File: config.mk
export PLATFORM = sky130hd
export DESIGN_NAME = ex_stage
export DESIGN_NICKNAME = d
export VERILOG_FILES = /design/src/rtl/ex_stage.sv
export SDC_FILE = /design/constraint.sdc
export NUM_CORES = 1
export LEC_CHECK = 0
export CORE_ASPECT_RATIO = 0.8
export CORE_MARGIN = 2
export CORE_UTILIZATION = 35
export DETAILED_ROUTE_END_ITERATION = 7
export DONT_BUFFER_PORTS = 1
export PLACE_DENSITY = 0.49
export SYNTH_ARGS = -nofsm -noshare
export SYNTH_HDL_FRONTEND = slang
export SYNTH_SLANG_ARGS = --single-unit
File: constraint.sdc
create_clock -name clk -period 5.05 [get_ports clk]
set_input_delay 0.7575 -clock clk [delete_from_list [all_inputs] [get_ports clk]]
set_output_delay 0.7575 -clock clk [all_outputs]
set_load 0.05 [all_outputs]
File: src/rtl/ex_stage.sv
// Execute stage: operand forwarding, ALU drive, branch/jump resolution, and a
// single registered output entry handed to MEM through a valid/ready handshake.
module ex_stage #(
  parameter int XLEN = 32
) (
  input  logic            clk,
  input  logic            rst_n,
  input  logic            in_valid,
  output logic            in_ready,
  input  logic [XLEN-1:0] in_pc,
  input  logic [XLEN-1:0] in_rs1_val,
  input  logic [XLEN-1:0] in_rs2_val,
  input  logic [XLEN-1:0] in_imm,
  input  logic [4:0]      in_rs1,
  input  logic [4:0]      in_rs2,
  input  logic [4:0]      in_rd,
  input  logic            in_rd_we,
  input  logic [3:0]      in_alu_op,
  input  logic            in_a_pc,
  input  logic            in_b_imm,
  input  logic            in_branch,
  input  logic [2:0]      in_funct3,
  input  logic            in_jal,
  input  logic            in_jalr,
  input  logic            in_load,
  input  logic            in_store,
  output logic [XLEN-1:0] alu_a,
  output logic [XLEN-1:0] alu_b,
  output logic [3:0]      alu_op,
  input  logic [XLEN-1:0] alu_res,
  input  logic            wb_we,
  input  logic [4:0]      wb_rd,
  input  logic [XLEN-1:0] wb_data,
  input  logic            flush,
  output logic            out_valid,
  input  logic            out_ready,
  output logic [XLEN-1:0] out_res,
  output logic [XLEN-1:0] out_store_data,
  output logic [4:0]      out_rd,
  output logic            out_rd_we,
  output logic            out_load,
  output logic            out_store,
  output logic            out_redirect,
  output logic [XLEN-1:0] out_redirect_pc
);

  localparam logic [XLEN-1:0] ZERO_C = {XLEN{1'b0}};
  localparam logic [XLEN-1:0] FOUR_C = XLEN'(4);
  localparam logic [XLEN-1:0] MASK_C = {{(XLEN-1){1'b1}}, 1'b0};

  logic [XLEN-1:0] fwd_rs1_s;
  logic [XLEN-1:0] fwd_rs2_s;
  logic [XLEN-1:0] res_s;
  logic [XLEN-1:0] redirect_pc_s;
  logic            redirect_s;
  logic            accept_s;

  // A held non-load result beats writeback; x0 always reads zero.
  function automatic logic [XLEN-1:0] fwd(
    input logic [4:0]      addr,
    input logic [XLEN-1:0] rf_val,
    input logic            held_hit_en,
    input logic [4:0]      held_rd,
    input logic [XLEN-1:0] held_val,
    input logic            wb_en,
    input logic [4:0]      wb_addr,
    input logic [XLEN-1:0] wb_val
  );
    logic [XLEN-1:0] v;
    if (addr == 5'd0) begin
      v = ZERO_C;
    end else if (held_hit_en && (held_rd == addr)) begin
      v = held_val;
    end else if (wb_en && (wb_addr == addr)) begin
      v = wb_val;
    end else begin
      v = rf_val;
    end
    return v;
  endfunction

  function automatic logic br_taken(
    input logic [2:0]      f3,
    input logic [XLEN-1:0] a,
    input logic [XLEN-1:0] b
  );
    logic t;
    case (f3)
      3'b000:  t = (a == b);
      3'b001:  t = (a != b);
      3'b100:  t = ($signed(a) < $signed(b));
      3'b101:  t = ($signed(a) >= $signed(b));
      3'b110:  t = (a < b);
      3'b111:  t = (a >= b);
      default: t = 1'b0;
    endcase
    return t;
  endfunction

  // Handshake, forwarding, ALU operand selection and next-entry values.
  always_comb begin
    in_ready  = !out_valid || out_ready;
    accept_s  = in_valid && in_ready && !flush;
    fwd_rs1_s = fwd(in_rs1, in_rs1_val, out_valid && out_rd_we && !out_load,
                    out_rd, out_res, wb_we, wb_rd, wb_data);
    fwd_rs2_s = fwd(in_rs2, in_rs2_val, out_valid && out_rd_we && !out_load,
                    out_rd, out_res, wb_we, wb_rd, wb_data);
    alu_a     = in_a_pc  ? in_pc  : fwd_rs1_s;
    alu_b     = in_b_imm ? in_imm : fwd_rs2_s;
    alu_op    = in_alu_op;
    res_s     = (in_jal || in_jalr) ? (in_pc + FOUR_C) : alu_res;
    redirect_s    = in_jal || in_jalr || (in_branch && br_taken(in_funct3, fwd_rs1_s, fwd_rs2_s));
    redirect_pc_s = in_jalr ? (alu_res & MASK_C) : (in_pc + in_imm);
  end

  // Output entry register: flush wins, then capture, then drain, else hold.
  always_ff @(posedge clk or negedge rst_n) begin
    if (!rst_n) begin
      out_valid       <= 1'b0;
      out_res         <= ZERO_C;
      out_store_data  <= ZERO_C;
      out_rd          <= 5'd0;
      out_rd_we       <= 1'b0;
      out_load        <= 1'b0;
      out_store       <= 1'b0;
      out_redirect    <= 1'b0;
      out_redirect_pc <= ZERO_C;
    end else if (flush) begin
      out_valid <= 1'b0;
    end else if (accept_s) begin
      out_valid       <= 1'b1;
      out_res         <= res_s;
      out_store_data  <= fwd_rs2_s;
      out_rd          <= in_rd;
      out_rd_we       <= in_rd_we;
      out_load        <= in_load;
      out_store       <= in_store;
      out_redirect    <= redirect_s;
      out_redirect_pc <= redirect_pc_s;
    end else if (out_ready) begin
      out_valid <= 1'b0;
    end else begin
      out_valid <= out_valid;
    end
  end

endmodule

## Yosys cells after proc, flatten, opt, wreduce, memory -nomap -nowiden

Cells that the tools add are included.
Widths: inputs -> output; s select.

- Flip-flop bits (word level): 106
- Bits of input ports: 233
- Word-level logic and storage cells: 61

- Add/subtract/negate cells: 2
- Magnitude comparators: 4
- Equal/unequal tests: 11
- Mux-type cells: 14
- Bitwise logic cells: 1
- Reductions and logical operators: 20

Operators by type and width:

| kind | count |
|---|---|
| $mux 32 | 10 |
| $ge 32x32->1 | 2 |
| $lt 32x32->1 | 2 |
| $add 32x3->32 const B | 1 |
| $add 32x32->32 | 1 |
| $eq 32x32->1 | 1 |
| $ne 32x32->1 | 1 |
| $eq 5x5->1 | 4 |
| $eq 3x3->1 const B | 4 |
| $logic_not 5->1 | 2 |
| $logic_and 1x1->1 | 9 |
| $pmux 1 s6 | 1 |
| $eq 3x1->1 const B | 1 |
| $logic_not 1->1 | 3 |
| $logic_not 3->1 | 1 |
| $logic_or 1x1->1 | 3 |
| $mux 1 | 3 |
| $reduce_bool 3->1 | 1 |
| $reduce_and 2->1 | 1 |
| $not 1->1 | 1 |

## Longest topological paths before layout

Gate-level depths: netlist (run 1).

- Depth in word-level cells: 9
- Depth in mapped cells: 19
- Gate-level depth less buffers: 17

## Least setup slack after synthesis (run 1)

OpenSTA, ideal clock, no wires.

- Path type: input -> register
- Start point: input in_rs2[3]
- End point: register out_redirect
- Setup time: 127 ps
- Data arrival time: 3,929 ps
- Data required time: 4,923 ps
- Slack: 994 ps
- Stages on the path: 15
- Path buffers: 2
- Cells stage by stage: xor2_1 -> nor4_1 -> and3_1 -> buf_2 -> buf_2 -> mux2i_1 -> nand2_1 -> o211ai_1 -> ha_1 -> nand4_1 -> or4_1 -> or4_4 -> a211o_1 -> o211ai_2 -> a21oi_2

- Cells in the longest elaborated chain, start to end: 9
- Elaborated cells between the ends (all ways): 17
- Classes of those cells: order compare (4); eq/ne (4); mux (4); reduce/logical (5)

Ends and longest elaborated chain:

| what | line | RTL |
|---|---|---|
| from (decl) | 15 | `input logic [4:0] in_rs2,` |
| $eq 5x5->1 | 74 | `end else if (wb_en && (wb_addr == addr)) begin` |
| $logic_and 1x1->1 | 74 |  |
| $mux 32 | 74 |  |
| $mux 32 | 72 | `end else if (held_hit_en && (held_rd == addr)) begin` |
| $mux 32 * | 70 | `if (addr == 5'd0) begin` |
| $ge 32x32->1 (tied with other cells) | 94 | `3'b111: t = (a >= b);` |
| $pmux 1 s6 * | 88 | `case (f3)` |
| $logic_and 1x1->1 * | 112 | `redirect_s = in_jal \|\| in_jalr \|\| (in_branch && br_taken(in_funct3, fwd_rs1_s, fwd_rs2_s));` |
| $logic_or 1x1->1 * | 112 |  |
| to (signal assigned) | 138 | `out_redirect <= redirect_s;` |
| to (decl) | 43 | `output logic out_redirect,` |

Mark *: on every way between the ends. The rest lies on a longest branch, timed or not.
A chain may end at the register's enable or synchronous reset.

## Worst setup path after layout (run 1)

- Start point: register out_valid
- End point: register out_redirect

- Cells in the longest elaborated chain, start to end: 9
- Elaborated cells between the ends (all ways): 22
- Classes of those cells: order compare (4); eq/ne (2); mux (5); reduce/logical (11)

Ends and longest elaborated chain:

| what | line | RTL |
|---|---|---|
| from (decl) | 35 | `output logic out_valid,` |
| from (signal assigned) | 143 | `out_valid <= out_valid;` |
| $logic_and 1x1->1 (2 in a row) | 104, 106 |  |
| $logic_and 1x1->1 | 72 |  |
| $mux 32 | 72 |  |
| $mux 32 | 70 |  |
| $ge 32x32->1 (tied with other cells) | 94 |  |
| $pmux 1 s6 | 88 |  |
| $logic_and 1x1->1 | 112 |  |
| $logic_or 1x1->1 | 112 |  |

Several ways; a longest one is shown, not always the timed one.

==> impl_metrics.json, run 1 <==
{
  "total_leakage_power_nw": 4.46,
  "fin_nets": 1514,
  "fmax_mhz": 226,
  "yosysSeqAreaShare_pct": 27.7,
  "hold_path.class": "input pin to async pin",
  "ys_async_sr_fraction_pct": 100,
  "cts_tree": "done",
  "synth_fp_nets": 1530,
  "numCtsBuffers": 9,
  "outcome": "finished clean",
  "die_h_um": 152,
  "syn_area_per_cell_um2": 7.78,
  "r2r_slack_ns": 0.63,
  "syn_area_um2": 9580,
  "layout-drive-gt1-share_pct": 8.93,
  "track_usage_pct": 29.7,
  "hold_buffers": 0,
  "ys.flop_type": "dfrtp_1",
  "grt_max_degree": 171,
  "wire_per_inst_um": 27.3,
  "die_w_um": 189,
  "layout_commonest_cell": "nand2_1",
  "relSlewSlack_pct": 48.7,
  "portBuffers": 0,
  "powerDensity_nw_per_um2": 322,
  "viasPerCell": 5.86,
  "arrival_ns": 4.71,
  "drc": 0,
  "worst_setup_path_end_kind": "register",
  "worstSetupPathDepth": 13,
  "comb_power_share_pct": 26.6,
  "rr_worst_depth": 13,
  "cts-root-buf": "clkbuf_16",
  "cap_violations": 0,
  "grt_setup_unrepaired": "no",
  "synth_edf_count": 0,
  "final.period_utilization_pct": 87.6,
  "rows": 54,
  "worst_r2r_startpoint": "out_valid",
  "power_mw": 3.37,
  "hold_viol": 0,
  "path_clk_slew_ns": 0.08,
  "postLayoutCoreUtil_pct": 38.7,
  "period_needed_ns": 4.42,
  "p_sw_share_pct": 48.9,
  "htree_num_levels": 3,
  "syn_inst": 1232,
  "netSwitchingPower_mw": 1.65,
  "grt_pass1_wl_um": 63000,
  "cts_buffer_depth": 2,
  "crit_required_ns": 5.34,
  "r2r-end": "out_redirect",
  "cp_cell_sequence": "nand2_1, nor4_1, nand4_1, buf_12, a211oi_1, ha_1, nand4_1, or4_1, or4_4, o211ai_2, a211o_1, o211ai_2, a21oi_2",
  "dp_hpwl_um": 34200,
  "whs_ns": 0.0689,
  "setup_tns_ns": 0,
  "final_cell_mix": "nand2_1 (217), o21ai_0 (113), nor2_1 (110)",
  "ios": 408,
  "start_util_pct": 35.4,
  "internal_power_mw": 1.72,
  "num_vias": 9292,
  "max_stage_delay_ns": 0.66,
  "overflow": 0,
  "drt_iter0_drc": 846,
  "path_buf_inv": 1,
  "finClkSkew_ns": 0.0186,
  "firstDrtPassIters": 5,
  "postRouteWirelength_um": 43300,
  "seqPwrFrac_pct": 49.9,
  "pwr-share-clk_pct": 23.5,
  "area_delta_synth_final_pct": 9.37,
  "clock_latency_ns": 0.37,
  "synth-seq-cells": 106,
  "die_area_um2": 28700,
  "synth_cell_types": 61,
  "design_area_um2": 10500,
  "cts_resized": 0,
  "postCtsSetupRepairBufs": 0,
  "timing.final.max_slew_violations": 0,
  "antenna_found_initial": 0,
  "crit_type": "register to register",
  "antenna_left": 0,
  "critPathMaxFanout": 64,
  "routabilityCongestion": 0.986,
  "antennaDiodeCount": 0,
  "core_um2": 27100,
  "peakVddDrop_mv": 0.223,
  "critPathTopFamily": "simple AND/OR/NAND/NOR gates",
  "setup_viol": 0,
  "worst_pin_slew_ns": 0.769,
  "worstSetupStartpointType": "register",
  "yosysWarnings": 0,
  "grt_pass1_vias": 8882,
  "cpMaxStageDelayCell": "a211oi_1",
  "numClockSinks": 106,
  "placed_area_um2": 10200
}
[sequential cells by signal (all words and copies together) (netlist names)]
name	flops
out_valid	1
out_store	1
out_load	1
out_redirect_pc	32
out_rd	5
out_rd_we	1
out_redirect	1
out_store_data	32
out_res	32
[cells in the mapped netlist, drive strengths merged, types with 21 or more instances]
cell type | n | area share [%]
nand2 | 217 | 8.5
nand3 | 21 | 1.1
o211ai | 38 | 3.1
a211oi | 37 | 3.0
xor2 | 40 | 3.7
mux2i | 68 | 7.1
xnor2 | 30 | 2.7
clkbuf | 59 | 2.3
mux2 | 31 | 3.6
a21oi | 88 | 4.6
ha | 64 | 8.4
o21ai | 146 | 7.6
dfrtp | 106 | 28
nor2 | 112 | 4.4
[power groups by stage]
stage / Clock (mW) / Combinational (mW) / Sequential [mW]
4_1_cts: 0.823 / 0.895 / 1.68
3_3_place_gp: 0 / 0.888 / 1.70
2_1_floorplan: 0 / 0.703 / 1.60
3_5_place_dp: 0 / 0.891 / 1.70
5_1_grt: 0.845 / 0.989 / 1.70
6_report: 0.792 / 0.897 / 1.68
[stage by stage]
stage                     instances  setup slack [ns]
after floorplan                1232             0.994
after detailed placement       1569             0.514
final                          1585             0.628
after global placement         1569             0.492
after global routing           1585             0.489
after CTS                      1585             0.688
[cell families (layout without fill, tap and decap cells)]
group           count (synthesis)  in the layout  synth area share (%)
compound gates                370            370                  23.2
xor+xnor                       70             70                  6.40
fa+ha+maj                      65             65                  8.57
buf+inv                        90             79                  3.89
flops                         106            106                  27.7
mux                            99             99                  10.7
simple gates                  432            432                  19.5
[how the worst max path moves through the flow]
stage / startpoint / to / slack, ns
after floorplan: in_rs2[3] / out_redirect / 0.99
after global placement: in_rs1[2] / out_redirect / 0.49
after detailed placement: in_rs1[2] / out_redirect / 0.51
after CTS: out_valid / out_redirect / 0.69
after global routing: out_rd_we / out_redirect / 0.49
final: out_valid / out_redirect / 0.63
[cell type report]
type                       count  area (µm²)
inverter                      13        48.8
sequential                   106        2650
clock inverter                 4        55.1
timing repair buffer          50         438
fill                        2860       16600
multi-input combinational   1036        6580
clock buffer                  12         256
tap                          364         455
[per-layer routing]
metal / global-route usage [%] / up-vias / share of wire (%)
met5: 0 / - / 0
met4: 7.51 / 0 / 2.5
met3: 8.55 / 69 / 10
met2: 42.1 / 458 / 41
met1: 43.7 / 4368 / 47
li1: - / 4397 / -
Note: power is estimated with default switching activity, not from simulation.
==> run 2: changes to the inputs <==
--- a/config.mk
+++ b/config.mk
@@ -5,6 +5,7 @@
 export SDC_FILE = /design/constraint.sdc
 export NUM_CORES = 1
 export LEC_CHECK = 0
+export ABC_CLOCK_PERIOD_IN_PS = 5050
 export CORE_ASPECT_RATIO = 0.8
 export CORE_MARGIN = 2
 export CORE_UTILIZATION = 35
==> results of run 2 <==
Same layout as run 1: the final DEF is identical, and so are final timing and power.
==> run 3: changes to the inputs <==
--- a/config.mk
+++ b/config.mk
@@ -9,6 +9,7 @@
 export CORE_ASPECT_RATIO = 0.8
 export CORE_MARGIN = 2
 export CORE_UTILIZATION = 35
+export CTS_BUF_LIST = sky130_fd_sc_hd__clkbuf_4
 export DETAILED_ROUTE_END_ITERATION = 7
 export DONT_BUFFER_PORTS = 1
 export PLACE_DENSITY = 0.49
==> impl_metrics.json, run 3 (same netlist as run 1, synthesis figures left out) <==
{
  "r2r-end": "out_redirect",
  "postRouteWirelength_um": 43400,
  "cts_buffer_depth": 2,
  "p_sw_share_pct": 52.8,
  "worst_r2r_startpoint": "out_valid",
  "postLayoutCoreUtil_pct": 38.2,
  "timing.final.max_slew_violations": 0,
  "crit_type": "register to register",
  "peakVddDrop_mv": 0.139,
  "layout_commonest_cell": "nand2_1",
  "numClockSinks": 106,
  "cts_tree": "done",
  "seqPwrFrac_pct": 54.3,
  "grt_setup_unrepaired": "no",
  "fin_nets": 1515,
  "internal_power_mw": 1.46,
  "netSwitchingPower_mw": 1.64,
  "numCtsBuffers": 9,
  "powerDensity_nw_per_um2": 300,
  "firstDrtPassIters": 7,
  "crit_required_ns": 5.53,
  "cap_violations": 0,
  "arrival_ns": 4.90,
  "die_w_um": 189,
  "rows": 54,
  "routabilityCongestion": 0.986,
  "portBuffers": 0,
  "finClkSkew_ns": 0.0441,
  "hold_path.class": "input pin to async pin",
  "worstSetupStartpointType": "register",
  "comb_power_share_pct": 29.6,
  "power_mw": 3.10,
  "htree_num_levels": 3,
  "viasPerCell": 5.86,
  "path_clk_slew_ns": 0.20,
  "setup_tns_ns": 0,
  "dp_cells": 1569,
  "clock_latency_ns": 0.56,
  "core_um2": 27100,
  "antenna_found_initial": 1,
  "grt_pass1_vias": 8845,
  "rr_worst_depth": 13,
  "outcome": "finished clean",
  "hold_buffers": 1,
  "num_vias": 9296,
  "hold_viol": 0,
  "relSlewSlack_pct": 47.2,
  "dp_hpwl_um": 34200,
  "drc": 0,
  "critPathMaxFanout": 64,
  "cts-root-buf": "clkbuf_4",
  "antenna_left": 0,
  "final.period_utilization_pct": 87.6,
  "grt_max_degree": 171,
  "worst_setup_path_end_kind": "register",
  "start_util_pct": 35.4,
  "final_cells": 1587,
  "worst_pin_slew_ns": 0.788,
  "period_needed_ns": 4.42,
  "die_h_um": 152,
  "final_cell_mix": "nand2_1 (217), o21ai_0 (113), nor2_1 (110)",
  "fmax_mhz": 226,
  "overflow": 0,
  "pwr-share-clk_pct": 16.2,
  "die_area_um2": 28700,
  "drt_iter0_drc": 890,
  "postCtsSetupRepairBufs": 0,
  "setup_viol": 0,
  "wire_per_inst_um": 27.4,
  "layout-drive-gt1-share_pct": 8.92,
  "ios": 408,
  "largestRegisters": "out_redirect_pc x32, out_res x32, out_store_data x32",
  "whs_ns": 0.126,
  "r2r_slack_ns": 0.63,
  "total_leakage_power_nw": 4.40,
  "area_delta_synth_final_pct": 7.87,
  "grt_pass1_wl_um": 63000,
  "cts_resized": 0,
  "track_usage_pct": 29.7
}
-- run 3: cell types whose count changed in the layout (fill, tap and decap cells not counted) --
| cell | previous run | this run |
|---|---|---|
| buf_16 | 0 | 1 |
| clkbuf_1 | 1 | 0 |
| clkbuf_16 | 9 | 0 |
| clkbuf_4 | 0 | 10 |
| clkbuf_8 | 2 | 0 |
| clkinv_1 | 0 | 2 |
| diode_2 | 0 | 1 |
-- run 3: how the worst max path moves through the flow --
stage	start	end	slack, ns	depth (start not counted)
after global placement	in_rs1[2]	out_redirect	0.49	14
after floorplan	in_rs2[3]	out_redirect	0.99	15
after CTS	out_valid	out_redirect	0.69	13
after detailed placement	in_rs1[2]	out_redirect	0.51	14
final	out_valid	out_redirect	0.63	13
after global routing	out_rd_we	out_redirect	0.50	13
-- run 3: routing by layer --
metal  part of all wire, %  track usage [%]  vias up
met2                    41             41.9      451
met5                     0                0        -
li1                      -                -     4399
met1                    47             43.4     4379
met3                   9.6             9.06       67
met4                   2.7             8.52        0
-- run 3: critical path: stages (launching register included) --
cell and delay [ns]:
dfrtp_1 0.69, nand2_1 0.19, nor4_1 0.29, nand4_1 0.21, buf_12 0.25, a211oi_1 0.68, ha_1 0.27, nand4_1 0.13
or4_1 0.55, or4_4 0.58, o211ai_2 0.18, a211o_1 0.14, o211ai_2 0.08, a21oi_2 0.12
-- run 3: metrics by stage --
step / worst slack (ns) / area, µm²
6_report: 0.625 / 10300
5_1_grt: 0.501 / 10300
4_1_cts: 0.695 / 10300
3_5_place_dp: 0.514 / 10200
3_3_place_gp: 0.492 / 10200
2_1_floorplan: 0.994 / 9580
-- run 3: final cells by class --
class | instances | area [µm²]
diodes | 1 | 2.50
clock buffers | 10 | 75.1
clock inverters | 6 | 62.6
fillers | 2881 | 16800
inverters | 13 | 48.8
multi-input cells | 1036 | 6580
flip-flops and latches | 106 | 2650
well taps | 364 | 455
repair buffers | 51 | 465
-- run 3: power by group through the flow --
stage                     Combinational [mW]  Sequential, mW  Clock, mW
final                                  0.916            1.68      0.501
after global routing                    1.01            1.70      0.555
after CTS                              0.917            1.68      0.526
after detailed placement               0.891            1.70          0
after global placement                 0.888            1.70          0
after floorplan                        0.703            1.60          0
